**config.mk**
```make
export PLATFORM = sky130hd
export DESIGN_NAME = cvp14_bus_tracer
export DESIGN_NICKNAME = d
export VERILOG_FILES = /design/src/rtl/cvp14_bus_tracer.sv
export SDC_FILE = /design/constraint.sdc
export NUM_CORES = 1
export LEC_CHECK = 0
export CAP_MARGIN = 20
export CORE_ASPECT_RATIO = 1.25
export CORE_MARGIN = 1
export CORE_UTILIZATION = 55
export CTS_CLUSTER_DIAMETER = 120
export DETAILED_ROUTE_END_ITERATION = 16
export HOLD_SLACK_MARGIN = 0.15
export PLACE_DENSITY = 0.73
export SLEW_MARGIN = 15
export SYNTH_ARGS = -nofsm -noshare
export SYNTH_HDL_FRONTEND = slang
export SYNTH_SLANG_ARGS = --single-unit
```
**constraint.sdc**
```tcl
create_clock -name Clk1 -period 4.4 [get_ports Clk1]
set_input_delay 1.1 -clock Clk1 [delete_from_list [all_inputs] [get_ports Clk1]]
set_output_delay 1.1 -clock Clk1 [all_outputs]
set_load 0.02 [all_outputs]
```
**src/rtl/cvp14_bus_tracer.sv**
```systemverilog
// cvp14_bus_tracer: passive tracer for the CVP14 processor-to-staticram bus.
// Each read or write transaction is recorded into a first-word-fall-through
// trace FIFO. The block also keeps saturating read and write counters and
// sticky flags for overflow and RD/WR conflicts.
//
// Ports:
//   Clk1, Reset_n         clock; asynchronous active-low reset
//   Enable, Clear         transaction detect enable; synchronous clear
//   Addr, RD, WR, Wdata   processor side of the bus
//   Rdata                 RAM read data (sampled 1 cycle after the RD rise)
//   Pop                   consume the FIFO head entry
//   Trace_valid/wr/addr/data  head entry (combinational, 0 when empty)
//   Count                 FIFO occupancy
//   Rd_count, Wr_count    saturating transaction counters
//   Overflow, Conflict    sticky status flags
//
// Optional feature (macro BUSMON_WATCH_EN): adds the Watch_addr input and the
// sticky Watch_hit output. After a hit, new transaction detection is frozen.
module cvp14_bus_tracer #(
    parameter int unsigned DEPTH = 16,
    parameter int unsigned AW    = 16,
    parameter int unsigned DW    = 16
) (
    input  logic                     Clk1,
    input  logic                     Reset_n,
    input  logic                     Enable,
    input  logic                     Clear,
    input  logic [AW-1:0]            Addr,
    input  logic                     RD,
    input  logic                     WR,
    input  logic [DW-1:0]            Wdata,
    input  logic [DW-1:0]            Rdata,
    input  logic                     Pop,
`ifdef BUSMON_WATCH_EN
    input  logic [AW-1:0]            Watch_addr,
    output logic                     Watch_hit,
`endif
    output logic                     Trace_valid,
    output logic                     Trace_wr,
    output logic [AW-1:0]            Trace_addr,
    output logic [DW-1:0]            Trace_data,
    output logic [$clog2(DEPTH):0]   Count,
    output logic [15:0]              Rd_count,
    output logic [15:0]              Wr_count,
    output logic                     Overflow,
    output logic                     Conflict
);

    localparam int unsigned PW = $clog2(DEPTH);
    localparam int unsigned CW = PW + 1;

    typedef struct packed {
        logic          wr;
        logic [AW-1:0] addr;
        logic [DW-1:0] data;
    } entry_t;

    typedef enum logic {IDLE, RD_WAIT} state_t;

    state_t        state;
    logic          rd_q, wr_q;
    logic [AW-1:0] addr_pend;
    entry_t        skid;
    logic          skid_v;
    entry_t        mem [DEPTH];
    logic [PW-1:0] wptr, rptr;

    logic   en_c, rd_start_c, wr_start_c, skid_load_c;
    logic   push_c, push_ok_c, pop_ok_c, drop_c, empty_c, full_c;
    entry_t push_e_c, head_c;

`ifdef BUSMON_WATCH_EN
    // A watch hit freezes detection from the cycle after it registers.
    assign en_c = Enable & ~Watch_hit;
`else
    assign en_c = Enable;
`endif

    assign rd_start_c  = RD & ~rd_q & ~WR & en_c;
    assign wr_start_c  = WR & ~wr_q & ~RD & en_c;
    assign skid_load_c = wr_start_c & (state == RD_WAIT);

    // Push source: read completion first, then the skid, then a fresh write.
    always_comb begin
        push_c   = 1'b0;
        push_e_c = '0;
        if (state == RD_WAIT) begin
            push_c   = 1'b1;
            push_e_c = entry_t'({1'b0, addr_pend, Rdata});
        end else if (skid_v) begin
            push_c   = 1'b1;
            push_e_c = skid;
        end else if (wr_start_c) begin
            push_c   = 1'b1;
            push_e_c = entry_t'({1'b1, Addr, Wdata});
        end
    end

    assign empty_c   = (Count == '0);
    assign full_c    = (Count == CW'(DEPTH));
    assign pop_ok_c  = Pop & ~empty_c;
    assign push_ok_c = push_c & (~full_c | pop_ok_c);
    assign drop_c    = push_c & ~push_ok_c;

    // Strobe history; keeps updating through Clear and Enable=0.
    always_ff @(posedge Clk1 or negedge Reset_n) begin
        if (!Reset_n) begin
            rd_q <= 1'b0;
            wr_q <= 1'b0;
        end else begin
            rd_q <= RD;
            wr_q <= WR;
        end
    end

    // Read FSM and write skid register.
    always_ff @(posedge Clk1 or negedge Reset_n) begin
        if (!Reset_n) begin
            state     <= IDLE;
            addr_pend <= '0;
            skid      <= '0;
            skid_v    <= 1'b0;
        end else if (Clear) begin
            state  <= IDLE;
            skid_v <= 1'b0;
        end else begin
            case (state)
                IDLE: begin
                    if (rd_start_c) begin
                        addr_pend <= Addr;
                        state     <= RD_WAIT;
                    end
                end
                RD_WAIT: state <= IDLE;
                default: state <= IDLE;
            endcase
            if (skid_load_c) begin
                skid   <= entry_t'({1'b1, Addr, Wdata});
                skid_v <= 1'b1;
            end else begin
                skid_v <= 1'b0;
            end
        end
    end

    // Trace FIFO storage, pointers, occupancy and overflow flag.
    always_ff @(posedge Clk1 or negedge Reset_n) begin
        if (!Reset_n) begin
            mem      <= '{default: '0};
            wptr     <= '0;
            rptr     <= '0;
            Count    <= '0;
            Overflow <= 1'b0;
        end else if (Clear) begin
            wptr     <= '0;
            rptr     <= '0;
            Count    <= '0;
            Overflow <= 1'b0;
        end else begin
            if (push_ok_c) begin
                mem[wptr] <= push_e_c;
                wptr      <= wptr + PW'(1);
            end
            if (pop_ok_c) begin
                rptr <= rptr + PW'(1);
            end
            if (push_ok_c && !pop_ok_c) begin
                Count <= Count + CW'(1);
            end else if (!push_ok_c && pop_ok_c) begin
                Count <= Count - CW'(1);
            end
            if (drop_c) begin
                Overflow <= 1'b1;
            end
        end
    end

    // Saturating transaction counters (dropped entries still count).
    always_ff @(posedge Clk1 or negedge Reset_n) begin
        if (!Reset_n) begin
            Rd_count <= '0;
            Wr_count <= '0;
            Conflict <= 1'b0;
        end else if (Clear) begin
            Rd_count <= '0;
            Wr_count <= '0;
            Conflict <= 1'b0;
        end else begin
            if (rd_start_c && (Rd_count != 16'hFFFF)) begin
                Rd_count <= Rd_count + 16'd1;
            end
            if (wr_start_c && (Wr_count != 16'hFFFF)) begin
                Wr_count <= Wr_count + 16'd1;
            end
            if (RD && WR) begin
                Conflict <= 1'b1;
            end
        end
    end

`ifdef BUSMON_WATCH_EN
    // Sticky watch hit on any accepted push whose address matches.
    always_ff @(posedge Clk1 or negedge Reset_n) begin
        if (!Reset_n) begin
            Watch_hit <= 1'b0;
        end else if (Clear) begin
            Watch_hit <= 1'b0;
        end else if (push_ok_c && (push_e_c.addr == Watch_addr)) begin
            Watch_hit <= 1'b1;
        end
    end
`endif

    // Head entry, forced to zero while empty.
    assign head_c      = mem[rptr];
    assign Trace_valid = ~empty_c;
    assign Trace_wr    = empty_c ? 1'b0 : head_c.wr;
    assign Trace_addr  = empty_c ? '0 : head_c.addr;
    assign Trace_data  = empty_c ? '0 : head_c.data;

endmodule

```
==> results of run 1 <==
[flip-flops by register name, summed over array words and instances, names as in the netlist, 4 cells and up]
name	flops
Count	5
Rd_count	16
Wr_count	16
addr_pend	16
mem	528
rptr	4
skid	33
wptr	4
[stage by stage]
stage          worst slack, ps  area [µm²]  hold slack (ps)  total power [mW]
6_report                   131       32400              478              13.0
5_1_grt                   35.0       32400              501              13.5
4_1_cts                   53.1       32300              478              13.1
3_5_place_dp               503       30400              464              8.07
3_3_place_gp               472       30400              451              8.06
2_1_floorplan             1110       28700              435              7.33
[placed cells by master, fill, tap and decap left out, drive strengths merged, types with 21 or more instances in the layout]
cell and instances:
o22ai 33, mux2 49, nand3b 33, clkinv 21, nor2 45, o21ai 536
clkbuf 79, dfrtp 628, mux2i 72, clkdlybuf4s50 125, nand2 574, a21oi 80
buf 86, mux4 132
[kinds of logic (layout without fill, tap and decap cells)]
kind of cell,count (synthesis),after routing,share of synthesized area [%]
AND/OR/NAND/NOR,744,744,11.7
AO/OA/AOI/OAI,664,664,12.3
XOR/XNOR,28,28,0.854
multiplexers,253,253,14.8
flip-flops,628,628,54.7
adder cells (fa/ha/maj),12,12,0.549
buffers and inverters,233,325,5.08
[report_power, final]
part           switching [mW]  leakage [nW]  internal [mW]
logic                    1.14          3.88          0.831
clock network            2.23         0.947           2.82
registers               0.134          8.72           5.87
total                    3.50          13.6           9.52
[worst register-to-register path, stage by stage, from the launching register on]
cell and delay [ps]:
dfrtp_1 510, or4_4 630, o21ai_4 250, nand2_1 210, fa_1 460, a21o_1 190, a21oi_1 270, nand4_1 130
a21o_1 200, a21oi_1 130
[per-layer routing]
metal | GRT usage [%] | up-vias | share of wire, %
met2 | 46.1 | 628 | 50
met5 | 0 | - | 0.018
met3 | 5.17 | 131 | 6.7
li1 | - | 9140 | -
met4 | 9.09 | 2 | 3.0
met1 | 36.9 | 10100 | 41
[layout make-up]
| class | instances | area share, % |
|---|---|---|
| tap | 665 | 2.57 |
| timing repair buffer | 212 | 6.92 |
| sequential | 628 | 48.6 |
| clock buffer | 78 | 5.13 |
| inverter | 7 | 0.0812 |
| multi-input combinational | 1701 | 36.0 |
| clock inverter | 28 | 0.734 |
[final timing paths]
kind                                        end  cells after the start  slack (ps)                  from
max                              Trace_data[10]                      5         130   rptr[0]$_DFFE_PN0P_
max reg2reg                Count[4]$_DFFE_PN0P_                      9        1350  Count[1]$_DFFE_PN0P_
min reg2reg                 mem[51]$_DFFE_PN0P_                      2         480   mem[51]$_DFFE_PN0P_
max in group asynchronous  mem[400]$_DFFE_PN0P_                      2        2670               Reset_n
min                         mem[51]$_DFFE_PN0P_                      2         480   mem[51]$_DFFE_PN0P_
min in group asynchronous  mem[185]$_DFFE_PN0P_                      1         570               Reset_n
[timing repair]
item	4_1_cts	5_1_grt
pin swaps	0	0
endpoints found under the setup margin	32	9
resized for setup	5	1
==> flow_metrics.env, run 1 <==
export IMPL_status="finished with violations"
export IMPL_violations="DRC"
export IMPL_dpl_hpwl_mm=42.7
export IMPL_crit_chain="buf_4, mux4_2, mux2i_1, o22ai_1, clkdlybuf4s50_1"
export IMPL_io_buffers=127
export IMPL_num_rows=93
export IMPL_drt_iter0_drc=1296
export IMPL_slowest_delay_ps=650
export IMPL_synth_common_cells="628 x dfrtp_1, 574 x nand2_1, 321 x o21ai_1, 193 x o21ai_0, 132 x mux4_2"
export IMPL_crit_family="buffers and inverters"
export IMPL_grt_ovfl_total=0
export IMPL_syn_nets=2629
export IMPL_path_buf_inv=2
export IMPL_die_x_um=206
export IMPL_yosysTopAreaCellShare_pct=54.7
export IMPL_routedWlPerCell_um=21.3
export IMPL_critical_path_slowest_cell="dfrtp_4"
export IMPL_worst_pin_slew_ps=1100
export IMPL_ant_nets=0
export IMPL_grt_usage_pct=27.8
export IMPL_core_mm2=0.0515
export IMPL_grt_max_degree=124
export IMPL_ys_seq_area_share_pct=54.7
export IMPL_rsz0062_at_grt="no"
export IMPL_clockRootBuffer="clkbuf_16"
export IMPL_syn_area_mm2=0.0287
export IMPL_start_kind="flip-flop"
export IMPL_syn_avg_cell_area_um2=11.2
export IMPL_max_freq_mhz=234
export IMPL_synthFlopType="dfrtp_1"
export IMPL_synthTopCellsByArea="dfrtp_1 55%, mux4_2 10%, nand2_1 7.5%"
export IMPL_path_max_fanout=16
export IMPL_ir_worst_vdd_mv=0.291
export IMPL_syn2layout_area_growth_pct=12.7
export IMPL_cellLeakagePower_nw=13.6
export IMPL_final_max_slew_violation_count=0
export IMPL_cts_tree="built"
export IMPL_worstPathArrival_ps=3170
export IMPL_seq_area_mm2=0.0157
export IMPL_vias_per_cell=6.04
export IMPL_final_util_pct=62.8
export IMPL_final_cells=3319
export IMPL_clock_skew_final_ps=20.3
export IMPL_clock_latency_ps=630
export IMPL_placed_cells=3209
export IMPL_vias=20000
export IMPL_cts_sinks=628
export IMPL_cap_viol_max_count=0
export IMPL_cts_hold_buf=0
export IMPL_nNetsFinal=2676
export IMPL_setup_viol=0
export IMPL_multi_input_area_mm2=0.0116
export IMPL_wirelength_mm=70.5
export IMPL_required_ps=3300
export IMPL_fin_crit_ps=4270
export IMPL_syn_inst=2562
export IMPL_min_path_type="reg -> reg"
export IMPL_cp_end_kind="output pin"
export IMPL_finalSetupTns_ps=0
export IMPL_antenna_found_initial=1
export IMPL_async_flop_share_pct=100
export IMPL_slew_headroom_pct=26.8
export IMPL_synth_edf_count=0
export IMPL_routabilityCongestion=0.854
export IMPL_synth_most_common_cell="dfrtp_1"
export IMPL_powerDensity_mw_per_mm2=402
export IMPL_min_period_over_period_pct=97.0
export IMPL_yosysTopAreaCell="dfrtp_1"
export IMPL_ys_warn_count=0
export IMPL_postCtsSetupBuffers=0
export IMPL_ys_types=63
export IMPL_numCtsBuffers=59
export IMPL_dieArea_mm2=0.0531
export IMPL_ioPinCount=128
export IMPL_drive_gt1_share_pct=16.4
export IMPL_grt_pass1_vias=20700
export IMPL_fillers=3956
export IMPL_path_class="reg -> out"
export IMPL_start_util_pct=55.7
export IMPL_clock_path_buffers=3
export IMPL_grt_pass1_wl_mm=114
export IMPL_die_height_um=257
export IMPL_path_clk_slew_ps=70
export IMPL_synth_seq_cells=628
export IMPL_antenna_cells=0
export IMPL_hold_viol=0
export IMPL_drc=4
export IMPL_h_tree_depth=2
export IMPL_first_pass_iters=11
No activity file was read; power rests on OpenSTA's default activity.
==> run 2, diff against run 1 <==
--- a/config.mk
+++ b/config.mk
@@ -6,7 +6,7 @@
 export NUM_CORES = 1
 export LEC_CHECK = 0
 export CAP_MARGIN = 20
-export CORE_ASPECT_RATIO = 1.25
+export CORE_ASPECT_RATIO = 1.75
 export CORE_MARGIN = 1
 export CORE_UTILIZATION = 55
 export CTS_CLUSTER_DIAMETER = 120
==> run 2 against run 1 <==
  * The run now ends clean
  * Via count rose by 0.31%
  * Sequential cell count did not move
  * Maximum frequency rose by 0.48%
  * Critical path depth rose by 1
  * Highest routed layer is now met4
  * Final cell count barely moved
  * Largest power group unchanged
  * Power rose by 3.1%
  * Clock power rose by 5.3%
  * Core utilization rose by 0.10 points
  * Cell area barely moved
==> flow_metrics.env, run 2 (synthesized netlist as in run 1, its figures left out) <==
export IMPL_reg_top3="mem (528), skid (33)"
export IMPL_setup_viol=0
export IMPL_final_common_cell="dfrtp_1"
export IMPL_io_buffers=127
export IMPL_cts_sinks=628
export IMPL_powerDensity_mw_per_mm2=415
export IMPL_antenna_cells=0
export IMPL_min_period_over_period_pct=96.6
export IMPL_crit_chain="nor4_2, nand2b_2, nand2_8, buf_4, o22ai_1, clkdlybuf4s50_1"
export IMPL_path_clk_slew_ps=70
export IMPL_grt_pass1_vias=21200
export IMPL_cap_viol_max_count=0
export IMPL_wirelength_mm=71.8
export IMPL_cts_tree="built"
export IMPL_status="finished, final reports clean"
export IMPL_worstPathArrival_ps=3150
export IMPL_routabilityCongestion=0.784
export IMPL_cellLeakagePower_nw=13.5
export IMPL_top_register="mem"
export IMPL_syn2layout_area_growth_pct=12.7
export IMPL_fin_hold_ws_ps=420
export IMPL_clockRootBuffer="clkbuf_16"
export IMPL_rsz0062_at_grt="no"
export IMPL_cts_hold_buf=0
export IMPL_ant_nets=0
export IMPL_numCtsBuffers=55
export IMPL_antenna_found_initial=0
export IMPL_die_height_um=304
export IMPL_clock_path_buffers=3
export IMPL_ir_worst_vdd_mv=0.339
export IMPL_hold_viol=0
export IMPL_h_tree_depth=2
export IMPL_first_pass_iters=6
export IMPL_start_kind="flip-flop"
export IMPL_grt_usage_pct=27.9
export IMPL_final_max_slew_violation_count=0
export IMPL_min_path_type="in -> async"
export IMPL_setup_slack_ps=152
export IMPL_clock_skew_final_ps=19.4
export IMPL_largest_register_ffs=528
export IMPL_drt_iter0_drc=1515
export IMPL_grt_max_degree=125
export IMPL_slowest_delay_ps=580
export IMPL_slew_headroom_pct=27.6
export IMPL_routedWlPerCell_um=21.6
export IMPL_worst_pin_slew_ps=1090
export IMPL_max_freq_mhz=235
export IMPL_num_rows=110
export IMPL_final_cells=3316
export IMPL_drc=0
export IMPL_ioPinCount=128
export IMPL_path_class="reg -> out"
export IMPL_clock_latency_ps=610
export IMPL_vias_per_cell=6.06
export IMPL_final_cell_mix="623 x dfrtp_1, 573 x nand2_1, 321 x o21ai_1, 193 x o21ai_0, 132 x mux4_2"
export IMPL_dp_slack_ps=506
export IMPL_grt_ovfl_total=0
export IMPL_core_mm2=0.0515
export IMPL_drive_gt1_share_pct=16.4
export IMPL_finalSetupTns_ps=0
export IMPL_vias=20100
export IMPL_required_ps=3300
export IMPL_start_util_pct=55.8
export IMPL_die_x_um=175
export IMPL_fin_crit_ps=4250
export IMPL_critical_path_slowest_cell="clkdlybuf4s50_1"
export IMPL_nNetsFinal=2665
export IMPL_dieArea_mm2=0.0532
export IMPL_dpl_hpwl_mm=42.8
export IMPL_cp_end_kind="output pin"
export IMPL_grt_pass1_wl_mm=116
export IMPL_path_max_fanout=14
export IMPL_placed_cells=3199
==> run 2: cell count changes in the layout (fill, tap and decap cells not counted), sizes merged <==
| cell | delta |
|---|---|
| buf | -8 |
| clkinv | -9 |
| clkbuf | +2 |
| clkinvlp | -1 |
| bufinv | +6 |
==> run 2: final timing paths <==
check / slack (ps) / cells past startpoint / to / startpoint
hold / removal: 420 / 1 / mem[385]$_DFFE_PN0P_ / Reset_n
hold reg to reg: 470 / 1 / skid[32]$_DFFE_PN0P_ / skid[32]$_DFFE_PN0P_
max in group asynchronous: 2650 / 2 / skid[5]$_DFFE_PN0P_ / Reset_n
setup / recovery: 150 / 6 / Trace_data[15] / Count[1]$_DFFE_PN0P_
setup reg to reg: 1380 / 9 / Count[4]$_DFFE_PN0P_ / Count[1]$_DFFE_PN0P_
min in group Clk1: 470 / 1 / skid[32]$_DFFE_PN0P_ / skid[32]$_DFFE_PN0P_
==> run 2: cell type report <==
cell class,count,area [µm²]
clock buffer,79,1650
sequential,628,15700
fill,4041,19100
clock inverter,24,369
timing repair buffer,205,2080
tap,672,841
multi-input combinational,1701,11700
inverter,7,26.3
==> run 2: report_power, final <==
part,internal (mW),switching [mW]
combinational,0.917,1.17
sequential,5.87,0.151
clock,3.13,2.19
total,9.92,3.51
==> run 2: metrics by stage <==
stage,utilization [%],power [mW],cell area [µm²]
detailed placement,58.6,8.10,30200
CTS,62.6,13.4,32200
floorplan,-,7.33,28700
global route,62.9,13.9,32400
finish,62.9,13.4,32400
global placement,58.6,8.07,30200
==> run 2: metal layers <==
layer	global-route usage (%)	vias to the layer above	wire (µm)
met5	0	-	0
met4	10.1	0	2240
met3	3.70	142	4070
met2	48.4	637	36900
met1	35.8	10200	28500
li1	-	9119	-
==> run 2: repair_timing <==
| item | in CTS | in global routing |
|---|---|---|
| buffers inserted | 0 | 10 |
| pin swaps | 1 | 0 |
| gates resized for setup | 2 | 3 |
| endpoints found under the setup margin | 17 | 16 |
==> run 2: worst max-delay path, delay by kind of cell (launching register included) <==
family,cells,cell delay (ps)
AND/OR/NAND/NOR,3,980
buffers and inverters,2,900
flip-flops,1,470
AO/OA/AOI/OAI,1,200
==> run 3, diff against run 2 <==
--- a/config.mk
+++ b/config.mk
@@ -7,12 +7,12 @@
 export LEC_CHECK = 0
 export CAP_MARGIN = 20
 export CORE_ASPECT_RATIO = 1.75
-export CORE_MARGIN = 1
 export CORE_UTILIZATION = 55
 export CTS_CLUSTER_DIAMETER = 120
 export DETAILED_ROUTE_END_ITERATION = 16
+export DONT_BUFFER_PORTS = 1
 export HOLD_SLACK_MARGIN = 0.15
-export PLACE_DENSITY = 0.73
+export PLACE_DENSITY = 0.7
 export SLEW_MARGIN = 15
 export SYNTH_ARGS = -nofsm -noshare
 export SYNTH_HDL_FRONTEND = slang
==> run 3 against run 2 <==
  * Clock-buffer cell count increased by 5
  * Sequential power about the same
  * Core utilization decreased by 3.1 points
  * Hold slack got worse by 230 ps
  * Setup slack improved by 150 ps
  * Global-route usage decreased by 1.5 points
  * Register-to-register slack got worse by 40 ps
  * Die area unchanged
  * Power decreased by 4.9%
==> flow_metrics.env, run 3 (synthesized netlist as in run 1, its figures left out) <==
export IMPL_status="finished, final reports clean"
export IMPL_cap_viol_max_count=0
export IMPL_cellLeakagePower_nw=12.9
export IMPL_routedWlPerCell_um=21.4
export IMPL_drive_gt1_share_pct=15.8
export IMPL_clock_skew_final_ps=15.8
export IMPL_path_class="reg -> out"
export IMPL_slowest_delay_ps=520
export IMPL_largest_register_ffs=528
export IMPL_nNetsFinal=2517
export IMPL_min_path_type="in -> async"
export IMPL_fillers=4171
export IMPL_grtUsageMet1_pct=33.8
export IMPL_path_max_fanout=12
export IMPL_ioPinCount=128
export IMPL_clockRootBuffer="clkbuf_16"
export IMPL_grt_pass1_vias=20000
export IMPL_io_buffers=0
export IMPL_grt_ovfl_total=0
export IMPL_cp_end_kind="output pin"
export IMPL_placed_cells=3060
export IMPL_crit_chain="nor4_2, nand2b_1, nand2_2, buf_4, o22ai_1"
export IMPL_grt_max_degree=629
export IMPL_multi_input_area_mm2=0.0116
export IMPL_final_common_cell="dfrtp_1"
export IMPL_powerDensity_mw_per_mm2=415
export IMPL_worstPathArrival_ps=3000
export IMPL_finalPower_mw=12.8
export IMPL_die_x_um=175
export IMPL_reg_top3="mem (528), skid (33)"
export IMPL_syn2layout_area_growth_pct=7.11
export IMPL_setup_viol=0
export IMPL_grt_pass1_wl_mm=110
export IMPL_grt_usage_pct=26.4
export IMPL_finalSetupTns_ps=0
export IMPL_numCtsBuffers=56
export IMPL_h_tree_depth=2
export IMPL_vias_per_cell=6.04
export IMPL_first_pass_iters=7
export IMPL_grt_util_met2_pct=45.5
export IMPL_cts_tree="built"
export IMPL_dpl_hpwl_mm=40.2
export IMPL_min_period_over_period_pct=93.2
export IMPL_routabilityCongestion=0.778
export IMPL_seq_area_mm2=0.0157
export IMPL_clock_latency_ps=590
export IMPL_start_kind="flip-flop"
export IMPL_ir_worst_vdd_mv=0.447
export IMPL_clock_path_buffers=3
export IMPL_required_ps=3300
export IMPL_die_height_um=304
export IMPL_busiest_layer="met2"
export IMPL_hold_viol=0
export IMPL_antenna_cells=0
export IMPL_antenna_found_initial=1
export IMPL_ctsResizeCount=0
export IMPL_max_freq_mhz=244
export IMPL_final_max_slew_violation_count=0
export IMPL_critical_path_slowest_cell="dfrtp_1"
export IMPL_core_mm2=0.0515
export IMPL_final_cells=3164
export IMPL_grtUsageMet3_pct=4.29
export IMPL_path_clk_slew_ps=70
export IMPL_slew_headroom_pct=24.0
export IMPL_drt_iter0_drc=1516
export IMPL_worst_pin_slew_ps=1140
export IMPL_r2r_worst_path_cells=9
export IMPL_cts_hold_buf=0
export IMPL_ant_nets=0
export IMPL_postCtsSetupBuffers=0
export IMPL_final_cell_mix="623 x dfrtp_1, 573 x nand2_1, 321 x o21ai_1, 193 x o21ai_0, 132 x mux4_2"
export IMPL_cts_sinks=628
export IMPL_dieArea_mm2=0.0532
export IMPL_drc=0
export IMPL_num_rows=110
export IMPL_rsz0062_at_grt="no"
export IMPL_start_util_pct=55.8
export IMPL_wirelength_mm=67.6
export IMPL_fin_crit_ps=4100
export IMPL_vias=19100
export IMPL_top_register="mem"
[run 3: cell types whose count changed in the layout (fill, tap and decap cells not counted), moves of 3 or more]
cell,before,now
clkdlybuf4s50_1,125,0
buf_4,56,39
clkbuf_1,7,14
a21oi_1,60,64
a21oi_2,20,16
buf_12,18,14
bufinv_16,9,5
buf_16,0,3
clkbuf_8,16,13
[run 3: cell type report]
class	instances	share of cell area [%]
sequential	628	51.1
clock inverter	16	0.695
multi-input combinational	1701	37.8
clock buffer	84	5.39
inverter	7	0.0854
timing repair buffer	56	2.13
tap	672	2.73
[run 3: worst paths after layout]
check	to	start	slack, ps
worst max-delay path	Trace_data[14]	Count[1]$_DFFE_PN0P_	300
worst min-delay path	mem[121]$_DFFE_PN0P_	Reset_n	190
max in group asynchronous	rptr[0]$_DFFE_PN0P_	Reset_n	1320
min in group Clk1	mem[155]$_DFFE_PN0P_	mem[155]$_DFFE_PN0P_	470
worst max register to register	Count[4]$_DFFE_PN0P_	Count[1]$_DFFE_PN0P_	1340
worst min register to register	mem[155]$_DFFE_PN0P_	mem[155]$_DFFE_PN0P_	470
[run 3: critical path: cells and delay by family (launching register included)]
family,cells,cell delay (ps)
buffers and inverters,1,340
and+or+nand+nor,3,1300
AOI/OAI and AO/OA,1,240
DFF,1,520
[run 3: routing by layer]
metal / up-vias / part of all wire (%)
met5: - / 0
met4: 0 / 3.2
met3: 127 / 6.2
met2: 536 / 51
met1: 9637 / 40
li1: 8800 / -
[run 3: through the flow]
step / worst slack [ps] / hold WS, ps / util [%] / instance area, µm²
2_1_floorplan: 1110 / 435 / - / 28700
3_3_place_gp: 961 / 451 / 55.9 / 28800
3_5_place_dp: 912 / 455 / 55.9 / 28800
4_1_cts: 258 / 204 / 59.6 / 30700
5_1_grt: 142 / 173 / 59.8 / 30800
6_report: 299 / 194 / 59.8 / 30800
[run 3: power by group]
part / leakage, nW / internal, mW / switching (mW) / total, mW
logic: 3.25 / 0.697 / 1.03 / 1.73
clock network: 0.919 / 2.88 / 2.12 / 5.01
registers: 8.72 / 5.87 / 0.166 / 6.04
